===== config.mk =====
export PLATFORM = sky130hd
export DESIGN_NAME = dmem_responder_flat
export DESIGN_NICKNAME = d
export VERILOG_FILES = /design/src/rtl/dmem_responder_pkg.sv /design/src/rtl/dmem_responder_if.sv /design/src/rtl/dmem_link_reg.sv /design/src/rtl/dmem_responder.sv /design/src/flat_wrapper.sv
export SDC_FILE = /design/constraint.sdc
export NUM_CORES = 1
export LEC_CHECK = 0
export BUFFER_PORTS_ARGS = -buffer_cell sky130_fd_sc_hd__buf_2
export CAP_MARGIN = 0
export CORE_ASPECT_RATIO = 1.75
export CORE_UTILIZATION = 37
export DETAILED_ROUTE_END_ITERATION = 16
export GPL_ROUTABILITY_DRIVEN = 0
export SYNTH_ARGS = -nofsm -noshare
export SYNTH_HDL_FRONTEND = slang
export SYNTH_SLANG_ARGS = --single-unit

===== constraint.sdc =====
create_clock -name CLK -period 3.25 [get_ports CLK]
set_input_delay 0.325 -clock CLK [delete_from_list [all_inputs] [get_ports CLK]]
set_output_delay 0.325 -clock CLK [all_outputs]
set_load 0.005 [all_outputs]

===== src/rtl/dmem_responder_pkg.sv =====
// Shared types for the data-memory responder: RAM port state, word type, responder FSM states.
package cpu_types_pkg;

    typedef enum logic [1:0] {
        FREE   = 2'd0,
        BUSY   = 2'd1,
        ACCESS = 2'd2,
        ERROR  = 2'd3
    } ramstate_t;

    typedef logic [31:0] word_t;

    typedef enum logic [1:0] {
        IDLE  = 2'd0,
        READ  = 2'd1,
        WRITE = 2'd2,
        RESP  = 2'd3
    } dresp_state_t;

endpackage


===== src/rtl/dmem_responder_if.sv =====
// Datapath-side request bus (dmem_if) and RAM/arbiter-side port (ram_if) for dmem_responder.
interface dmem_if #(
    parameter int ADDR_W = 32,
    parameter int DATA_W = 32
);
    logic              halt;
    logic              dmemREN;
    logic              dmemWEN;
    logic              datomic;
    logic [ADDR_W-1:0] dmemaddr;
    logic [DATA_W-1:0] dmemstore;
    logic              dhit;
    logic [DATA_W-1:0] dmemload;
    logic              derr;

    modport master (
        output halt, dmemREN, dmemWEN, datomic, dmemaddr, dmemstore,
        input  dhit, dmemload, derr
    );
    modport slave (
        input  halt, dmemREN, dmemWEN, datomic, dmemaddr, dmemstore,
        output dhit, dmemload, derr
    );
endinterface

interface ram_if
    import cpu_types_pkg::*;
#(
    parameter int ADDR_W = 32,
    parameter int DATA_W = 32
);
    logic              ramREN;
    logic              ramWEN;
    logic [ADDR_W-1:0] ramaddr;
    logic [DATA_W-1:0] ramstore;
    logic [DATA_W-1:0] ramload;
    ramstate_t         ramstate;

    modport master (
        output ramREN, ramWEN, ramaddr, ramstore,
        input  ramload, ramstate
    );
    modport slave (
        input  ramREN, ramWEN, ramaddr, ramstore,
        output ramload, ramstate
    );
endinterface


===== src/rtl/dmem_link_reg.sv =====
// LL/SC link register: set by a completed LL, cleared by a completed store to the linked word
// (and, with LINK_SNOOP_EN, by a snooped remote write). hit_o qualifies an SC presented in IDLE.
module dmem_link_reg #(
    parameter int ADDR_W = 32
) (
    input  logic              CLK,
    input  logic              nRST,
    input  logic              set_i,
    input  logic              clr_i,
    input  logic [ADDR_W-1:0] upd_addr_i,
    input  logic [ADDR_W-1:0] chk_addr_i,
`ifdef LINK_SNOOP_EN
    input  logic              snoop_valid_i,
    input  logic [ADDR_W-1:0] snoop_addr_i,
`endif
    output logic              hit_o
);
    // Word-granular compare: byte offset bits are masked out.
    localparam logic [ADDR_W-1:0] WORD_MASK = ~(ADDR_W'(3));

    logic              valid_q, valid_d;
    logic [ADDR_W-1:0] addr_q, addr_d;
    logic              local_clr;
    logic              snoop_clr;

    assign local_clr = clr_i && (((upd_addr_i ^ addr_q) & WORD_MASK) == '0);
`ifdef LINK_SNOOP_EN
    assign snoop_clr = snoop_valid_i && (((snoop_addr_i ^ addr_q) & WORD_MASK) == '0);
`else
    assign snoop_clr = 1'b0;
`endif

    // A snoop landing in the same cycle as the SC check already makes the SC lose.
    assign hit_o = valid_q && !snoop_clr && (((chk_addr_i ^ addr_q) & WORD_MASK) == '0);

    always_comb begin
        valid_d = valid_q;
        addr_d  = addr_q;
        if (local_clr || snoop_clr) valid_d = 1'b0;
        if (set_i) begin
            valid_d = 1'b1;
            addr_d  = upd_addr_i;
        end
    end

    always_ff @(posedge CLK) begin
        if (!nRST) begin
            valid_q <= 1'b0;
            addr_q  <= '0;
        end else begin
            valid_q <= valid_d;
            addr_q  <= addr_d;
        end
    end

endmodule


===== src/rtl/dmem_responder.sv =====
// Memory-side responder: one RAM transaction per held datapath request, dhit/dmemload return,
// LL/SC link ownership. Optional `LINK_SNOOP_EN adds snoop_valid/snoop_addr link invalidation.
module dmem_responder
    import cpu_types_pkg::*;
#(
    parameter int ADDR_W   = 32,
    parameter int DATA_W   = 32,
    parameter int MAX_WAIT = 255
) (
    input  logic              CLK,
    input  logic              nRST,
    dmem_if.slave             dp,
    ram_if.master             ram
`ifdef LINK_SNOOP_EN
    ,
    input  logic              snoop_valid,
    input  logic [ADDR_W-1:0] snoop_addr
`endif
);
    localparam int              CNT_W    = $clog2(MAX_WAIT + 1);
    localparam logic [CNT_W-1:0] CNT_LAST = CNT_W'(MAX_WAIT - 1);
    localparam logic [DATA_W-1:0] SC_OK   = {{(DATA_W-1){1'b0}}, 1'b1};

    dresp_state_t      state_q, state_d;
    logic [ADDR_W-1:0] addr_q, addr_d;
    logic [DATA_W-1:0] store_q, store_d;
    logic [DATA_W-1:0] load_q, load_d;
    logic              derr_q, derr_d;
    logic              atom_q, atom_d;
    logic [CNT_W-1:0]  cnt_q, cnt_d;

    logic link_hit, link_set, link_clr;

    dmem_link_reg #(.ADDR_W(ADDR_W)) u_link (
        .CLK          (CLK),
        .nRST         (nRST),
        .set_i        (link_set),
        .clr_i        (link_clr),
        .upd_addr_i   (addr_q),
        .chk_addr_i   (dp.dmemaddr),
`ifdef LINK_SNOOP_EN
        .snoop_valid_i(snoop_valid),
        .snoop_addr_i (snoop_addr),
`endif
        .hit_o        (link_hit)
    );

    always_comb begin
        state_d  = state_q;
        addr_d   = addr_q;
        store_d  = store_q;
        load_d   = load_q;
        derr_d   = 1'b0;
        atom_d   = atom_q;
        cnt_d    = cnt_q;
        link_set = 1'b0;
        link_clr = 1'b0;
        case (state_q)
            IDLE: begin
                cnt_d = '0;
                if (!dp.halt) begin
                    if (dp.dmemWEN) begin
                        // REN together with WEN is malformed: flag it, service the write.
                        derr_d  = dp.dmemREN;
                        addr_d  = dp.dmemaddr;
                        store_d = dp.dmemstore;
                        atom_d  = dp.datomic;
                        if (dp.datomic && !link_hit) begin
                            load_d  = '0;
                            state_d = RESP;
                        end else begin
                            state_d = WRITE;
                        end
                    end else if (dp.dmemREN) begin
                        addr_d  = dp.dmemaddr;
                        atom_d  = dp.datomic;
                        state_d = READ;
                    end
                end
            end
            READ, WRITE: begin
                cnt_d = cnt_q + CNT_W'(1);
                if (ram.ramstate == ACCESS) begin
                    state_d = RESP;
                    if (state_q == READ) begin
                        load_d   = ram.ramload;
                        link_set = atom_q;
                    end else begin
                        load_d   = atom_q ? SC_OK : '0;
                        link_clr = 1'b1;
                    end
                end else if (ram.ramstate == ERROR || cnt_q == CNT_LAST) begin
                    state_d = RESP;
                    derr_d  = 1'b1;
                    load_d  = '0;
                end
            end
            RESP: begin
                cnt_d   = '0;
                state_d = IDLE;
            end
            default: state_d = IDLE;
        endcase
    end

    always_ff @(posedge CLK) begin
        if (!nRST) begin
            state_q <= IDLE;
            addr_q  <= '0;
            store_q <= '0;
            load_q  <= '0;
            derr_q  <= 1'b0;
            atom_q  <= 1'b0;
            cnt_q   <= '0;
        end else begin
            state_q <= state_d;
            addr_q  <= addr_d;
            store_q <= store_d;
            load_q  <= load_d;
            derr_q  <= derr_d;
            atom_q  <= atom_d;
            cnt_q   <= cnt_d;
        end
    end

    assign dp.dhit      = (state_q == RESP);
    assign dp.dmemload  = load_q;
    assign dp.derr      = derr_q;
    assign ram.ramREN   = (state_q == READ);
    assign ram.ramWEN   = (state_q == WRITE);
    assign ram.ramaddr  = addr_q;
    assign ram.ramstore = store_q;

endmodule

===== src/flat_wrapper.sv =====
// flat-port wrapper written by rule: the top's interface ports become plain ports
module dmem_responder_flat import cpu_types_pkg::*;
#(
    parameter int ADDR_W   = 32,
    parameter int DATA_W   = 32,
    parameter int MAX_WAIT = 255
)
  (CLK, nRST, dp_halt, dp_dmemREN, dp_dmemWEN, dp_datomic, dp_dmemaddr, dp_dmemstore, dp_dhit, dp_dmemload, dp_derr, ram_ramREN, ram_ramWEN, ram_ramaddr, ram_ramstore, ram_ramload, ram_ramstate);
  dmem_if #(.ADDR_W(ADDR_W), .DATA_W(DATA_W)) dp_i ();
  ram_if #(.ADDR_W(ADDR_W), .DATA_W(DATA_W)) ram_i ();
  input  logic CLK;
  input  logic nRST;
  input wire logic [$bits(dp_i.halt)-1:0] dp_halt;
  input wire logic [$bits(dp_i.dmemREN)-1:0] dp_dmemREN;
  input wire logic [$bits(dp_i.dmemWEN)-1:0] dp_dmemWEN;
  input wire logic [$bits(dp_i.datomic)-1:0] dp_datomic;
  input wire logic [$bits(dp_i.dmemaddr)-1:0] dp_dmemaddr;
  input wire logic [$bits(dp_i.dmemstore)-1:0] dp_dmemstore;
  output wire logic [$bits(dp_i.dhit)-1:0] dp_dhit;
  output wire logic [$bits(dp_i.dmemload)-1:0] dp_dmemload;
  output wire logic [$bits(dp_i.derr)-1:0] dp_derr;
  output wire logic [$bits(ram_i.ramREN)-1:0] ram_ramREN;
  output wire logic [$bits(ram_i.ramWEN)-1:0] ram_ramWEN;
  output wire logic [$bits(ram_i.ramaddr)-1:0] ram_ramaddr;
  output wire logic [$bits(ram_i.ramstore)-1:0] ram_ramstore;
  input wire logic [$bits(ram_i.ramload)-1:0] ram_ramload;
  input wire logic [$bits(ram_i.ramstate)-1:0] ram_ramstate;
  assign dp_i.halt = dp_halt;
  assign dp_i.dmemREN = dp_dmemREN;
  assign dp_i.dmemWEN = dp_dmemWEN;
  assign dp_i.datomic = dp_datomic;
  assign dp_i.dmemaddr = dp_dmemaddr;
  assign dp_i.dmemstore = dp_dmemstore;
  assign dp_dhit = dp_i.dhit;
  assign dp_dmemload = dp_i.dmemload;
  assign dp_derr = dp_i.derr;
  assign ram_ramREN = ram_i.ramREN;
  assign ram_ramWEN = ram_i.ramWEN;
  assign ram_ramaddr = ram_i.ramaddr;
  assign ram_ramstore = ram_i.ramstore;
  assign ram_i.ramload = ram_ramload;
  assign ram_i.ramstate = ram_ramstate;
  dmem_responder #(.ADDR_W(ADDR_W), .DATA_W(DATA_W), .MAX_WAIT(MAX_WAIT)) u_core (.CLK(CLK), .nRST(nRST), .dp(dp_i), .ram(ram_i));
endmodule

==> impl_metrics.csv <==
group,metric,value,unit
outcome,status,"completed",
logic_synthesis,ys_warn_count,0,
floorplanning,row_count,59,
timing,relSlewSlack,41.56,%
logic_synthesis,yosysMostFrequentCell,"nand2_1",
logic_synthesis,syn_avg_cell_area,8.712,um2
floorplanning,dieArea,15800,um2
setup_path,crit_path_start_kind,"flop",
timing,rsz0062_at_grt,"false",
setup_path,cp_data_required_time,3.56,ns
placed_design,dp_cells,1007,
timing,fin_skew,0.01193,ns
drt,vias_per_cell,4.885,
floorplanning,ios,204,
logic_synthesis,yosys-top-cells-area,"dfxtp_1, nand2_1, a21oi_1, xor2_1, a22o_1",
floorplanning,initial_core_util,37.92,%
clock_tree,cts_buffers,17,
clock_tree,clk_latency,0.42,ns
clock_tree,tritoncts,"built",
global_route,antenna_found_initial,1,
timing,tns,0,ns
logic_synthesis,synth_top_family_by_area,"simple AND/OR/NAND/NOR gates",
timing,finalMaxSlewViolations,0,
power_and_ir_drop,power_density,654.0,nW/um2
layout,layoutNonFillerInstCount,1040,
timing,finalSetupViolations,0,
timing,max_freq,371.3,MHz
clock_tree,ctsHoldBuffers,0,
layout,drive_above_1_share,29.79,%
clock_tree,cts.repair.resized,0,
global_route,grt_use_total,20.00,%
power_and_ir_drop,fin_total_pwr,4.829,mW
floorplanning,fp.dieW,95.45,um
drt,ant_nets,0,
logic_synthesis,synth_nets,759,
floorplanning,coreArea,14910,um2
clock_tree,htreeDepth,4,
worst_hold_path,min_path_cells,2,
floorplanning,fp.dieH,165.5,um
logic_synthesis,syn-cell-area,5654,um2
layout,area_delta_synth_final,30.60,%
drt,wl_per_cell,14.91,um
drt,first_pass_iters,4,
layout,fillCellCount,1527,
logic_synthesis,synth_seq_cells,139,
clock_tree,clockBufferDepth,2,
logic_synthesis,yosysTopAreaCell,"dfxtp_1",
clock_tree,cts_setup_buffers,0,
logic_synthesis,synth_edf_count,0,
global_route,grt_pass1_wl,23850,um
power_and_ir_drop,p_leak,3.324,nW
logic_synthesis,synth-main-ff-cell,"dfxtp_1",
drt,drt-total-wl,15510,um
global_route,grt_max_degree,77,
setup_path,rr_worst_depth,7,
drt,drt_iter0_markers,184,
clock_tree,clock-root-buffer,"clkbuf_16",
logic_synthesis,synthArstFlopShare,0,%
timing,post-route-period-util,82.88,%
logic_synthesis,ys_types,41,
placed_design,port-buffer-count,203,
drt,via_count,5080,
global_route,grt_overflow,0,
logic_synthesis,ys_seq_area_share,49.21,%
timing,tightest_slew,0.8766,ns
logic_synthesis,yosys.area_share.xor_xnor,9.914,%
logic_synthesis,syn-instance-count,649,
logic_synthesis,synthSimpleGateAreaFrac,18.65,%
logic_synthesis,yosys.area.top_type_share,49.21,%
setup_path,critical_path_class,"reg -> reg",
placed_design,place_hpwl,10980,um
worst_hold_path,min_path_type,"in -> reg",
logic_synthesis,synth-compound-area-share,16.71,%
setup_path,crit_fanout,16,
clock_tree,clkSinkCount,139,
logic_synthesis,synthMuxAreaShare,0.1992,%
setup_path,cp.arrival,3.01,ns
layout,nets,953,
setup_path,ff2ff_setup_slack,0.56,ns
logic_synthesis,netlist_top_cells_count,"nand2_1, dfxtp_1, a21oi_1",
global_route,grt_pass1_vias,4760,
flow_run,drv_cap,0,
logic_synthesis,synth_fa_ha_area_share,1.328,%
clock_tree,path_clk_slew,0.07,ns
timing,finalCriticalPeriod,2.693,ns
power_and_ir_drop,vdd_drop_max,0.3188,mV
drt,route.detailed.drc,0,
setup_path,end_kind,"flop",
timing,hold_violations,0,
critical path, stage by stage, from the launching register on:
cell and delay [ns]:
dfxtp_1 0.39, xnor2_1 0.14, nand4_1 0.20, or4_4 0.57, nor4_4 0.45, o21ai_2 0.30, buf_4 0.28, a22o_4 0.26
cell type report:
type                       count  area, um2  area share (%)
sequential                   139       2783           37.68
multi-input combinational    465       2649           35.87
timing repair buffer         213       1091           14.77
clock buffer                  17      425.4           5.761
tap                          183      229.0           3.101
clock inverter                15      178.9           2.423
inverter                       7      26.28          0.3558
antenna                        1      2.502         0.03389
sequential cells by signal (all words and copies together), names as in the netlist:
register,flops
u_core.atom_q,1
u_core.cnt_q,8
u_core.dp.derr,1
u_core.dp.dmemload,32
u_core.ram.ramaddr,32
u_core.ram.ramstore,32
u_core.state_q,2
u_core.u_link.addr_q,30
u_core.u_link.valid_q,1
final timing paths:
path | to | startpoint
setup / recovery | u_core.dp.dmemload[21] | u_core.u_link.addr_q[29]
hold / removal | u_core.dp.dmemload[19] | ram_ramload[19]
setup reg to reg | u_core.dp.dmemload[21] | u_core.u_link.addr_q[29]
hold reg to reg | u_core.ram.ramstore[2] | u_core.ram.ramstore[2]
layout by cell type (no fill, tap or decap), drive strengths merged, types with 11 or more instances in the layout:
cell    netlist  layout
buf           7     213
inv           7      15
nor2         14      14
xnor2        29      29
dfxtp       139     139
nand4        11      11
a22o         31      31
xor2         35      35
nand2       196     196
a21oi        78      78
a21boi       22      22
clkbuf       31      17
per-stage QoR:
stage	utilization, %	area (um2)	hold slack (ns)	setup slack [ns]
4_1_cts	49.50	7382	0.1031	0.5231
2_1_floorplan	-	5654	0.4297	1.073
5_1_grt	49.50	7382	0.1089	0.4221
3_5_place_dp	45.45	6778	0.4441	0.4538
6_report	49.52	7385	0.1198	0.5565
3_3_place_gp	45.45	6778	0.4390	0.4734
power by group:
group | total [mW] | internal [mW] | switching [mW]
Clock | 1.97 | 1.16 | 0.813
Combinational | 0.915 | 0.361 | 0.554
Sequential | 1.94 | 1.83 | 0.105
Total | 4.83 | 3.36 | 1.47
layer usage:
| metal | wire (um) | global-route usage [%] | part of all wire [%] |
|---|---|---|---|
| met1 | 6092 | 21.53 | 39 |
| met2 | 8034 | 35.62 | 52 |
| met3 | 975 | 5.540 | 6.3 |
| met4 | 404 | 9.023 | 2.6 |
| met5 | 0 | 0 | 0 |
cell families (layout without fill, tap and decap cells):
family	count (synthesis)	after routing
xor gates and xnor gates	64	64
other	0	1
DFF	139	139
muxes	1	1
and+or+nand+nor	250	250
buffers and inverters	45	252
adders and majority gates	6	6
AOI/OAI and AO/OA	144	144
Power figures use the tool's default switching activity.
